`src/rtl/pipe_ctrl_pkg.sv`:
```
// Shared definitions for the pipeline sequencing controller.
package pipe_ctrl_pkg;

    localparam int unsigned StallBusW = 6;

    // StallBus: [0] pc, [1] if/id, [2] id/ex, [3] ex/mem, [4] mem/wb, [5] reserved
    typedef logic [StallBusW-1:0] stall_bus_t;

    localparam stall_bus_t StallNone = 6'b000000;
    localparam stall_bus_t StallId   = 6'b000111;  // load-use: hold pc, if/id, bubble into EX
    localparam stall_bus_t StallEx   = 6'b001111;  // multi-cycle: hold EX, bubble into MEM

    typedef enum logic [1:0] {
        CtrlIdle   = 2'd0,
        CtrlMcWait = 2'd1,
        CtrlFlush  = 2'd2
    } ctrl_state_e;

endpackage : pipe_ctrl_pkg

```
`src/rtl/pipe_ctrl.sv`:
```
// Pipeline sequencing controller: arbitrates flush > multi-cycle > load-use
// and owns the multi-cycle occupancy counter so EX only issues a start pulse.
module pipe_ctrl
    import pipe_ctrl_pkg::*;
#(
    parameter int unsigned MC_W   = 6,
    parameter int unsigned STAT_W = 32
) (
    input  logic              clk,
    input  logic              rst,
    input  logic              stallreq_id,
    input  logic              mc_start,
    input  logic [MC_W-1:0]   mc_len,
    input  logic              flush_req,
    input  logic [31:0]       flush_pc,
    output logic [5:0]        stall,
    output logic              flush,
    output logic [31:0]       new_pc,
    output logic              mc_busy,
    output logic [STAT_W-1:0] stall_cycles
);

    ctrl_state_e       state_q;
    logic [MC_W-1:0]   cnt_q;
    logic              flush_q;
    logic [31:0]       new_pc_q;
    logic              mc_busy_q;
    logic [STAT_W-1:0] stall_cycles_q;

    logic              mc_go_c;
    stall_bus_t        stall_c;

    // A multi-cycle op is only accepted from IDLE with a non-zero length.
    assign mc_go_c = (state_q == CtrlIdle) && mc_start && (mc_len != '0);

    // Same-cycle stall vector; flush request or FLUSH state suppresses every stall.
    always_comb begin
        stall_c = StallNone;
        if (flush_req || (state_q == CtrlFlush)) begin
            stall_c = StallNone;
        end else if ((state_q == CtrlMcWait) || mc_go_c) begin
            stall_c = StallEx;
        end else if (stallreq_id) begin
            stall_c = StallId;
        end
    end

    // Control FSM with inline occupancy counter and registered flush/redirect/busy.
    always_ff @(posedge clk or negedge rst) begin
        if (!rst) begin
            state_q   <= CtrlIdle;
            cnt_q     <= '0;
            flush_q   <= 1'b0;
            new_pc_q  <= '0;
            mc_busy_q <= 1'b0;
        end else if (flush_req) begin
            state_q   <= CtrlFlush;
            cnt_q     <= '0;
            flush_q   <= 1'b1;
            new_pc_q  <= flush_pc;
            mc_busy_q <= 1'b0;
        end else begin
            unique case (state_q)
                CtrlIdle: begin
                    flush_q <= 1'b0;
                    if (mc_go_c) begin
                        cnt_q <= mc_len - MC_W'(1);
                        if (mc_len >= MC_W'(2)) begin
                            state_q   <= CtrlMcWait;
                            mc_busy_q <= 1'b1;
                        end
                    end
                end
                CtrlMcWait: begin
                    cnt_q <= cnt_q - MC_W'(1);
                    if (cnt_q <= MC_W'(1)) begin
                        state_q   <= CtrlIdle;
                        mc_busy_q <= 1'b0;
                    end
                end
                CtrlFlush: begin
                    state_q <= CtrlIdle;
                    flush_q <= 1'b0;
                end
                default: begin
                    state_q   <= CtrlIdle;
                    cnt_q     <= '0;
                    flush_q   <= 1'b0;
                    mc_busy_q <= 1'b0;
                end
            endcase
        end
    end

    // Saturating count of cycles in which the PC was held.
    always_ff @(posedge clk or negedge rst) begin
        if (!rst) begin
            stall_cycles_q <= '0;
        end else if (stall_c[0] && (stall_cycles_q != {STAT_W{1'b1}})) begin
            stall_cycles_q <= stall_cycles_q + STAT_W'(1);
        end
    end

    assign stall        = stall_c;
    assign flush        = flush_q;
    assign new_pc       = new_pc_q;
    assign mc_busy      = mc_busy_q;
    assign stall_cycles = stall_cycles_q;

endmodule : pipe_ctrl
```
`config.mk`:
```
export PLATFORM = sky130hd
export DESIGN_NAME = pipe_ctrl
export DESIGN_NICKNAME = d
export VERILOG_FILES = /design/src/rtl/pipe_ctrl_pkg.sv /design/src/rtl/pipe_ctrl.sv
export SDC_FILE = /design/constraint.sdc
export NUM_CORES = 1
export LEC_CHECK = 0
export CAP_MARGIN = 10
export CELL_PAD_IN_SITES_DETAIL_PLACEMENT = 1
export CELL_PAD_IN_SITES_GLOBAL_PLACEMENT = 1
export CORE_ASPECT_RATIO = 1.1
export CORE_MARGIN = 3
export CORE_UTILIZATION = 36
export DETAILED_ROUTE_END_ITERATION = 7
export PLACE_DENSITY_LB_ADDON = 0.1
export SETUP_SLACK_MARGIN = 0.1
export SLEW_MARGIN = 20
export SYNTH_ARGS = -nofsm -noshare
export SYNTH_HDL_FRONTEND = slang
export SYNTH_SLANG_ARGS = --single-unit
```
`constraint.sdc`:
```
create_clock -name clk -period 2.3 [get_ports clk]
set_input_delay 0.23 -clock clk [delete_from_list [all_inputs] [get_ports clk]]
set_output_delay 0.23 -clock clk [all_outputs]
set_load 0.005 [all_outputs]
```
# Yosys cells after proc, flatten, opt, wreduce, memory -nomap -nowiden
# Index checks and enable logic that the tools add are counted.
[op_classes]
add_sub_neg = 3
mul = 0
div = 0
n_lt_le_gt_ge = 2
n_eq_ne = 8
shift = 0
muxes = 18
n_bitwise = 0
reduce_logical = 10
[ops]
columns = ["cell", "count"]
rows = [
  ["$add 32x1->32 const B", 1],
  ["$ne 32x32->1 const B", 1],
  ["$mux 6", 3],
  ["$pmux 6 s3", 1],
  ["$sub 6x1->6 const B", 2],
  ["$mux 2", 4],
  ["$ge 6x2->1 const B", 1],
  ["$le 6x1->1 const B", 1],
  ["$mux 1", 6],
  ["$ne 3x2->1 const B", 2],
  ["$reduce_bool 6->1", 1],
  ["$mux 4", 1],
  ["$ne 2x2->1 const B", 2],
  ["$pmux 2 s2", 1],
  ["$reduce_and 4->1", 1],
  ["$logic_and 1x1->1", 3],
  ["$mux 3", 1],
  ["$ne 3x3->1 const B", 1],
  ["$pmux 1 s3", 1],
  ["$reduce_and 3->1", 1],
  ["$eq 2x1->1 const B", 1],
  ["$eq 2x2->1 const B", 1],
  ["$logic_not 2->1", 1],
  ["$logic_or 1x1->1", 2],
  ["$reduce_and 2->1", 1],
]
[word_totals]
register_bits = 74
latch_bits = 0
ram_bits = 0
romBits = 0
inputBits = 43
elab_cells = 47
n_memories = 0

# Logic depth before layout (Yosys ltp)
[logic_depth]
depth_word = 7
mapped_depth = 8
depth_no_buf = 8

# Worst setup path before layout
# No wires, ideal clock.
[synth_path]
path_type = "input-to-reg"
start = "in mc_len[0]"
end = "reg stall_cycles_q[30] (netlist: stall_cycles[30])"
arrival_ps = 1699
required_ps = 2175
setup_slack_ps = 477
path_stages = 8
n_path_buf = 1
cell_sequence = "inv_1 -> ha_1 -> nor3b_2 -> a31oi_2 -> nand2_1 -> buf_2 -> nor3_1 -> mux2_2"
[synth_via]
elab_chain_len = 6
[synth_lines]
columns = ["element", "line", "source"]
rows = [
  ["from (decl)", "pipe_ctrl.sv:13", "input logic [MC_W-1:0] mc_len,"],
  ["$reduce_bool 6->1", "pipe_ctrl.sv:34", "assign mc_go_c = (state_q == CtrlIdle) && mc_start && (mc_len != '0);"],
  ["$logic_and 1x1->1", "pipe_ctrl.sv:34", ""],
  ["$logic_or 1x1->1", "pipe_ctrl.sv:41", "end else if ((state_q == CtrlMcWait) || mc_go_c) begin"],
  ["$mux 4", "pipe_ctrl.sv:41", ""],
  ["$mux 6", "pipe_ctrl.sv:39", "if (flush_req || (state_q == CtrlFlush)) begin"],
  ["$logic_and 1x1->1", "pipe_ctrl.sv:99", "end else if (stall_c[0] && (stall_cycles_q != {STAT_W{1'b1}})) begin"],
  ["to (signal assigned)", "pipe_ctrl.sv:100", "stall_cycles_q <= stall_cycles_q + STAT_W'(1);"],
  ["to (decl)", "pipe_ctrl.sv:28", "logic [STAT_W-1:0] stall_cycles_q;"],
]
# Every way passes these cells.
# A chain may end at the register's enable or synchronous reset.

# Worst setup path in the final report
[layout_path]
start = "in mc_len[1]"
end = "reg stall_cycles_q[22] (netlist: stall_cycles[22])"
# The elaborated chain is that of the path after synthesis.

==> results by group <==
Timing
  – Setup ws final: 0.204 ns
  – Worst-Margin Slew: 0.500 ns
  – Hold slack: 0.158 ns
  – Fin. Hold Viols: 0
  – Unrepaired setup endpoints after global routing: yes
  – Max Clock Freq: 0.477 GHz
  – Final min period: 2.10 ns
  – Setup Viol. Count Final: 0
  – Max Slew Vio Count: 0
  – Skew final: 0.0136 ns
  – Post-route clock period utilization: 0.911
  – Slew HR: 0.667

Critical path
  – Worst-path maximum fanout: 3
  – CP max stage delay: 0.49 ns
  – Critical path's slowest cell: clkdlybuf4s50_1
  – Top cell family by delay on the critical path: buffers and inverters
  – Crit path launch type: input pin
  – Arrival @ worst endpoint: 2.33 ns
  – Worst path required time: 2.53 ns
  – Critical path class: in -> reg
  – Crit path cell chain: clkdlybuf4s50_1, inv_1, ha_1, nor3b_2, a31oi_2, nand2_2, buf_4, buf_4, nor4_1, mux2_2
  – Crit end category: flip-flop
  – CP dominant cell by count: buf_4
  – Buf+Inv Stages, Crit Path: 4

Cells and area
  – Layout filler cell count: 1045
  – Final core occ: 0.554
  – P&R area growth vs syn: 45.7%
  – ANT cells: 0
  – Nets: 498
  – Fraction of layout cells with a size suffix above 1: 0.238

Synthesis
  – Top_reg_cell synth: dfrtp_1
  – Syn avg cell area: 11.6 um2
  – Yosys warnings: 0
  – Yosys top cell area share: 0.509
  – Area contributors post-synth: dfrtp_1, mux2_2, xor2_1
  – Yosys top cell by area: dfrtp_1
  – Mapped Cells: 315
  – Synthesized area: 3640 um2
  – Register area share after synthesis: 0.509
  – Library cells used by synthesis: 53
  – Asr flop ratio synth: 1.00
  – Post-synth EDFFs: 0
  – Top-count cell post-synth: dfrtp_1
  – Post-synth top cells: dfrtp_1, mux2_2, xor2_1, nand2_1, nor2_1
  – Number of synthesized register bits: 74

Clock tree
  – CTS max path bufs: 2
  – CTS tree: done
  – Clock-pin transition on the worst setup and hold timing paths: 0.08 ns
  – Clk root buf: clkbuf_8
  – Total CTS buffers: 9
  – Clock tree sinks: 74
  – Clock latency on the worst-skew pair: 0.35 ns
  – H-tree Lvls: 3

Global route
  – Initial antenna violation count: 0
  – Number of global-route vias before repair: 3210
  – Largest net degree at the start of global routing: 39
  – Total gr overflow: 0
  – Tot GR Track Use: 0.179
  – First-pass GRT wire length: 16.3 mm

Placed design
  – Port Buf Inserts: 112
  – Pre-CTS setup slack: -0.0710 ns
  – Hpwl dp: 7.16 mm
  – Gpl congestion: 0.794

Floorplanning
  – I/O pins: 115
  – Die height: 111 um
  – Starting Density: 0.380
  – Die X: 102 um
  – Core area: 9580 um2
  – Die area: 11400 um2
  – Row count: 37

Power
  – VDD IR-drop max: 0.387 mV
  – PD cells: 652 nW/um2
  – Leakage: 2.28 nW

Drt
  – Detail Route Antenna Nets: 0
  – Vias per inst: 5.24
  – Final WL: 9.66 mm
  – DR iter-0 viols: 75
  – DRC viols: 0
  – Via Count: 2991
  – 1st-pass router iterations: 4
  – Routed length per instance: 16.9 um

Run
  – Max Cap Viol: 0

Min path
  – Min-Delay Path Class: in -> reg

Run status
  – Outcome: complete, no violations
==> final cells by class <==
cell class,count,area (um2),area share
Timing Repair Buffer,138,1330,0.250
Tap cell,117,146,0.0276
Clock buffer,9,124,0.0233
Multi-Input combinational cell,220,1740,0.328
Inverter,6,22.5,0.00425
Clock inverter,7,93.8,0.0177
Sequential cell,74,1850,0.349
==> where the power goes <==
group / internal (mW) / switching, mW
clock: 0.609 / 0.518
combinational: 0.467 / 0.283
sequential: 1.44 / 0.146
total: 2.51 / 0.948
==> layout by cell type (no fill, tap or decap), types with 6 or more instances in the layout <==
cell	synthesis	routed
xor2_1	32	32
nand3_1	13	13
clkdlybuf4s50_1	0	106
dfrtp_1	74	74
clkbuf_8	0	9
mux2_2	34	34
nor3_1	15	13
nor2_1	17	17
nand2_1	21	20
ha_1	6	6
buf_4	6	24
nand4_1	6	6
==> per-layer routing <==
layer / vias to the layer above / track usage / wire (um) / share of wire
li1: 1383 / - / - / -
met1: 1517 / 0.242 / 4270 / 0.44
met2: 80 / 0.275 / 4630 / 0.48
met3: 11 / 0.0558 / 631 / 0.065
met4: 0 / 0.0534 / 133 / 0.014
met5: - / 0 / 0 / 0
==> final timing paths <==
check | from | to | slack [ns] | cells after the start
max | mc_len[1] | stall_cycles[22] | 0.20 | 10
min | flush_req | cnt_q[0] | 0.16 | 2
max reg2reg | stall_cycles[3] | stall_cycles[13] | 0.29 | 6
min reg2reg | stall_cycles[31] | stall_cycles[31] | 0.51 | 1
max in group asynchronous | rst | state_q[0] | 1.31 | 3
min in group asynchronous | rst | cnt_q[5] | 0.38 | 2
==> cells by family after synthesis <==
kind of cell	count (synthesis)	share of synthesized area
other	1	0.00103
multiplexers	37	0.115
AND/OR/NAND/NOR	111	0.176
flip-flops	74	0.509
XOR/XNOR	36	0.0866
buffers and inverters	22	0.0316
AO/OA/AOI/OAI	28	0.0605
adder cells (fa/ha/maj)	6	0.0206
==> state kept, by name, summed over array words and instances (netlist names) <==
name          count
cnt_q             6
new_pc           32
state_q           2
flush             1
mc_busy           1
stall_cycles     32
==> stage by stage <==
step | setup TNS, ns | cells | area [um2] | total power, mW
after floorplan | 0 | 316 | 3640 | 1.86
after global placement | -0.105 | 550 | 4980 | 2.33
after detailed placement | -0.487 | 550 | 4980 | 2.35
after CTS | 0 | 569 | 5230 | 3.50
after global routing | 0 | 571 | 5310 | 3.66
final | 0 | 571 | 5310 | 3.46
==> what timing repair did <==
action | 4_1_cts | 5_1_grt
cloned | 0 | 0
endpoints found under the setup margin | 4 | 17
hold buffers | 1 | 0
hold endpoints to repair | 37 | 0
pin swaps | 3 | 3
buffers inserted | 2 | 2
resized for setup | 7 | 12
==> worst reg2reg max path, stage by stage, from the launching register on <==
cell	delay (ns)
dfrtp_1	0.43
nand3_1	0.27
nor3_1	0.39
and3_2	0.39
buf_4	0.19
nor3_1	0.07
xor2_1	0.14
No activity file was read; power rests on OpenSTA's default activity.
